--- config.mk ---
export PLATFORM = sky130hd
export DESIGN_NAME = lsu_datapath
export DESIGN_NICKNAME = d
export VERILOG_FILES = /design/src/rtl/lsu_datapath.sv
export SDC_FILE = /design/constraint.sdc
export NUM_CORES = 1
export LEC_CHECK = 0
export ABC_AREA = 1
export BUFFER_PORTS_ARGS = -buffer_cell sky130_fd_sc_hd__buf_2
export CAP_MARGIN = 25
export CORE_UTILIZATION = 35
export DETAILED_ROUTE_END_ITERATION = 8
export SLEW_MARGIN = 0
export SYNTH_ARGS = -nofsm -noshare
export SYNTH_HDL_FRONTEND = slang
export SYNTH_SLANG_ARGS = --single-unit
--- constraint.sdc ---
create_clock -name clk -period 1.7 [get_ports clk]
set_input_delay 0.085 -clock clk [delete_from_list [all_inputs] [get_ports clk]]
set_output_delay 0.085 -clock clk [all_outputs]
set_load 0.005 [all_outputs]
--- src/rtl/lsu_datapath.sv ---
// Load/store unit datapath: formats core byte/half/word accesses onto a word-wide memory port.
// Runs a three-state request handshake with a bounded wait for mem_ack.
module lsu_datapath #(
  parameter int unsigned WIDTH   = 32,
  parameter int unsigned TIMEOUT = 255
) (
  input  logic             clk,
  input  logic             reset,
  input  logic             start,
  input  logic             is_store,
  input  logic [2:0]       funct3,
  input  logic [WIDTH-1:0] addr,
  input  logic [WIDTH-1:0] store_data,
  output logic             busy,
  output logic             done,
  output logic             err,
  output logic [WIDTH-1:0] load_data,
  output logic             mem_req,
  output logic             mem_we,
  output logic [WIDTH-1:0] mem_addr,
  output logic [WIDTH-1:0] mem_wdata,
  output logic [3:0]       mem_wstrb,
  input  logic [WIDTH-1:0] mem_rdata,
  input  logic             mem_ack
);

  typedef enum logic [1:0] {StIdle, StReq, StDone} state_e;

  localparam logic [7:0] TmoLast = 8'(TIMEOUT - 1);

  state_e           state_q, state_d;
  logic             is_store_q;
  logic [2:0]       funct3_q;
  logic [WIDTH-1:0] addr_q;
  logic [WIDTH-1:0] wdata_q;
  logic [3:0]       wstrb_q;
  logic             err_q;
  logic [WIDTH-1:0] load_data_q;
  logic [7:0]       tmo_cnt_q;

  logic             legal, aligned;
  logic [WIDTH-1:0] wdata_fmt;
  logic [3:0]       wstrb_fmt;
  logic [7:0]       rbyte;
  logic [15:0]      rhalf;
  logic [WIDTH-1:0] load_fmt;

  always_comb begin
    legal   = 1'b0;
    aligned = 1'b0;
    case (funct3)
      3'b000: begin legal = 1'b1;      aligned = 1'b1;                end
      3'b001: begin legal = 1'b1;      aligned = ~addr[0];            end
      3'b010: begin legal = 1'b1;      aligned = (addr[1:0] == 2'b00); end
      3'b100: begin legal = ~is_store; aligned = 1'b1;                end
      3'b101: begin legal = ~is_store; aligned = ~addr[0];            end
      default: ;
    endcase
  end

  // Stores are formatted at capture so the bus stays stable while waiting for ack.
  always_comb begin
    wdata_fmt = store_data;
    wstrb_fmt = 4'b0000;
    if (is_store) begin
      case (funct3[1:0])
        2'b00: begin
          wdata_fmt = {4{store_data[7:0]}};
          wstrb_fmt = 4'b0001 << addr[1:0];
        end
        2'b01: begin
          wdata_fmt = {2{store_data[15:0]}};
          wstrb_fmt = addr[1] ? 4'b1100 : 4'b0011;
        end
        default: wstrb_fmt = 4'b1111;
      endcase
    end
  end

  always_comb begin
    rbyte    = mem_rdata[{addr_q[1:0], 3'b000} +: 8];
    rhalf    = addr_q[1] ? mem_rdata[31:16] : mem_rdata[15:0];
    load_fmt = mem_rdata;
    case (funct3_q)
      3'b000:  load_fmt = {{24{rbyte[7]}}, rbyte};
      3'b001:  load_fmt = {{16{rhalf[15]}}, rhalf};
      3'b100:  load_fmt = {24'h0, rbyte};
      3'b101:  load_fmt = {16'h0, rhalf};
      default: load_fmt = mem_rdata;
    endcase
  end

  always_comb begin
    state_d = state_q;
    case (state_q)
      StIdle:  if (start) state_d = (legal && aligned) ? StReq : StDone;
      StReq:   if (mem_ack || (tmo_cnt_q == TmoLast)) state_d = StDone;
      StDone:  state_d = StIdle;
      default: state_d = StIdle;
    endcase
  end

  always_ff @(posedge clk) begin
    if (!reset) begin
      state_q     <= StIdle;
      is_store_q  <= 1'b0;
      funct3_q    <= 3'b000;
      addr_q      <= '0;
      wdata_q     <= '0;
      wstrb_q     <= 4'b0000;
      err_q       <= 1'b0;
      load_data_q <= '0;
      tmo_cnt_q   <= 8'd0;
    end else begin
      state_q <= state_d;
      case (state_q)
        StIdle: begin
          if (start) begin
            is_store_q <= is_store;
            funct3_q   <= funct3;
            addr_q     <= addr;
            wdata_q    <= wdata_fmt;
            wstrb_q    <= wstrb_fmt;
            err_q      <= ~(legal & aligned);
            tmo_cnt_q  <= 8'd0;
          end
        end
        StReq: begin
          if (mem_ack) begin
            err_q <= 1'b0;
            if (!is_store_q) load_data_q <= load_fmt;
          end else begin
            tmo_cnt_q <= tmo_cnt_q + 8'd1;
            if (tmo_cnt_q == TmoLast) err_q <= 1'b1;
          end
        end
        default: ;
      endcase
    end
  end

  assign busy      = (state_q != StIdle);
  assign done      = (state_q == StDone);
  assign err       = done & err_q;
  assign mem_req   = (state_q == StReq);
  assign mem_we    = mem_req & is_store_q;
  assign mem_wstrb = mem_req ? wstrb_q : 4'b0000;
  assign mem_addr  = {addr_q[WIDTH-1:2], 2'b00};
  assign mem_wdata = wdata_q;
  assign load_data = load_data_q;

endmodule

==> summary.txt <==
Status
  – Status: finished clean

Route
  – Initial DRC count: 257
  – Post-route DRC: 0
  – TritonRoute pass-1 iters: 5
  – Routed WL: 16,700 microns
  – Drt wl/cell: 13.5 microns
  – Vias per Instance: 4.64
  – ANT nets after route: 0
  – Via count: 5,734

Pwr
  – Leak: 4.02 nW
  – Combinational fraction of design power: 15.6%
  – Net Sw Frac: 28.2%
  – Power, Total: 0.00743 W
  – Sequential share of power: 39.7%
  – Max IR drop VDD: 0.674 mV
  – Int Power: 0.00534 W
  – Clock Power Share: 44.7%
  – NetSw: 0.00209 W
  – PD cells: 956 nW/um^2

Place
  – Port bufs: 206
  – Place WS: 0.112 ns
  – Placed cell count: 1,132
  – Final HPWL DP: 11,700 microns
  – GP Congestion: 0.856

STA
  – Final TNS setup: 0 ns
  – Max Slew Vio Count: 0
  – F_max: 0.652 GHz
  – Final hold slack: 0.0209 ns
  – # setup viols final: 0
  – Worst Skew: 0.00854 ns
  – Min Tclk post-route: 1.53 ns
  – RSZ-0062 raised after global routing: false
  – Tcrit/Tclk final: 90.2%
  – Worst setup margin: 0.166 ns
  – Hold violation count in the final report: 0

Worst setup path
  – Crit path kind: flop to flop
  – Buf/Inv on CP: 3
  – CP cell instances: nand2_4 > inv_4 > nand3_4 > inv_8 > o21ai_1 > o21ai_1 > inv_1
  – Crit path capture type: flop
  – Crit path required time: 2.01 ns
  – Worst Path Arrival: 1.84 ns
  – Crit Path Max Fanout: 55
  – Setup crit start: state_q[0]
  – Critical Path Max Stage Delay: 0.45 ns
  – Crit-path slowest cell: dfxtp_1
  – CP Launch Type: flop
  – CP top delay family: flip-flops
  – R2r startpoint: state_q[0]
  – Most frequent CP cell: o21ai_1

Floorplanning
  – Io pins: 209
  – Total core area: 15,300 sq um
  – Die width: 128 microns
  – Die Height: 128 microns
  – Initial Util: 36.1%
  – Die Area: 16,300 sq um
  – Row cnt: 45

Final layout
  – Final-stage net count: 1,119
  – Finished Layout Cells: 1,237
  – Fillers: 1,516
  – Area delta synth->final: 40.5%
  – Diode count: 0
  – Share of cells above drive strength 1: 26.4%

Min path
  – HP Start: store_data[4]
  – Worst Hold Class: input port to flop

Synth
  – Yosys warns: 0
  – Mean area per synthesized cell: 7.18 sq um
  – Top-count cell post-synth: nand2_1
  – Commonest cells post-synth: nand2_1, dfxtp_1, inv_1, nor2_1, o21ai_0
  – Synth cell types: 30
  – Post-synth EDFFs: 0
  – Largest cells by area after synthesis: dfxtp_1, nand2_1, inv_1, o21ai_0, a22o_1
  – Synth async-reset ratio: 0%
  – Post-Synthesis Cells: 770
  – Area share of the largest cell type after synthesis: 41.6%
  – Ys flop type: dfxtp_1
  – Yosys reg bits: 115
  – Synthesized cell area: 5530 sq um
  – Cell taking the most area after synthesis: dfxtp_1
  – Register area share after synthesis: 41.6%

Global route
  – Total global routing overflow: 0
  – First-pass GRT wire length: 26,700 microns
  – GRT Util Overall: 20.9%
  – Number of global-route vias before repair: 5,417
  – Initial antenna violation count: 0
  – Largest net degree at the start of global routing: 56

Clock network
  – CTS sink cnt: 115
  – Clk root buf: clkbuf_16
  – H-tree Lvls: 4
  – Num CTS Buffers: 17
  – Worst-path clk slew: 0.06 ns
  – Clock buffer depth: 2
  – CTS tree: done
  – Worst skew pair latency: 0.42 ns
  – Post-CTS setup buffer count: 0

Flow run
  – Max-cap check violation count: 0
==> power groups by stage <==
stage	combinational, W	clock (W)	sequential [W]
finish	0.00116	0.00332	0.00295
global route	0.00129	0.00354	0.00297
CTS	0.00116	0.00341	0.00295
detailed placement	0.00102	0	0.00300
global placement	0.00102	0	0.00300
floorplan	0.000649	0	0.00300
==> metal layers <==
| layer | global-route usage, % | part of all wire [%] | routed length (microns) |
|---|---|---|---|
| met1 | 26.0 | 45 | 7490 |
| met2 | 34.4 | 48 | 7950 |
| met3 | 5.38 | 5.7 | 952 |
| met4 | 8.44 | 1.9 | 316 |
| met5 | 0 | 0 | 0 |
==> worst min-delay path: stages <==
cell and delay, ns:
buf_2 0.08, inv_1 0.08, o21ai_0 0.16
==> kinds of logic (layout without fill, tap and decap cells) <==
family          after synthesis  count (layout)  synth area share (%)
xor+xnor                      1               1                 0.158
buf+inv                     176             431                  16.1
compound gates              201             201                  21.1
flops                       115             115                  41.6
fa+ha+maj                     2               2                 0.452
other cells                   1               2                0.0678
simple gates                274             274                  20.5
==> timing repair <==
item / in CTS / in global routing
gates resized for setup: 0 / 3
endpoints found under the setup margin: 0 / 11
endpoints found under the hold margin: 75 / 0
hold buffers: 73 / 0
==> stage by stage <==
step / instance area, sq um / utilization [%]
4_1_cts: 7770 / 50.7
5_1_grt: 7770 / 50.8
3_5_place_dp: 6480 / 42.3
3_3_place_gp: 6480 / 42.3
6_report: 7770 / 50.8
2_1_floorplan: 5530 / -
==> registers in the layout, summed over array words and instances, names as in the netlist <==
signal and flops:
wstrb_q 4, is_store_q 1, addr_q 32, load_data 32
err_q 1, mem_wdata 32, state_q 2, tmo_cnt_q 8
funct3_q 3
==> cells in the final DEF, fill, tap and decap left out, drive strengths merged <==
cell         instances
buf                220
nand2              154
dfxtp              115
inv                110
o21ai               99
nor2                81
dlygate4sd3         73
a21oi               54
a22o                38
nand3               24
clkbuf              19
nand4               10
o22ai                9
clkinvlp             6
nor3                 4
clkinv               3
ha                   2
conb                 2
a211oi               1
xor2                 1
or2                  1
==> area by class of cell <==
| cell class | instances | area [sq um] | share of cell area, % |
|---|---|---|---|
| Multi-Input combinational cell | 480 | 2350 | 30.2 |
| Inverter | 106 | 413 | 5.31 |
| Sequential cell | 115 | 2300 | 29.6 |
| Tap cell | 211 | 264 | 3.40 |
| Clock inverter | 13 | 103 | 1.32 |
| Timing Repair Buffer | 293 | 1890 | 24.3 |
| Clock buffer | 19 | 453 | 5.83 |
==> final timing paths <==
check	endpoint	slack, ns	cells after the start
worst max-delay path	load_data[31]	0.17	7
worst min-delay path	mem_wdata[4]	0.02	3
worst max register to register	load_data[31]	0.17	7
worst min register to register	mem_wdata[1]	0.45	2
No activity file was read; power rests on OpenSTA's default activity.
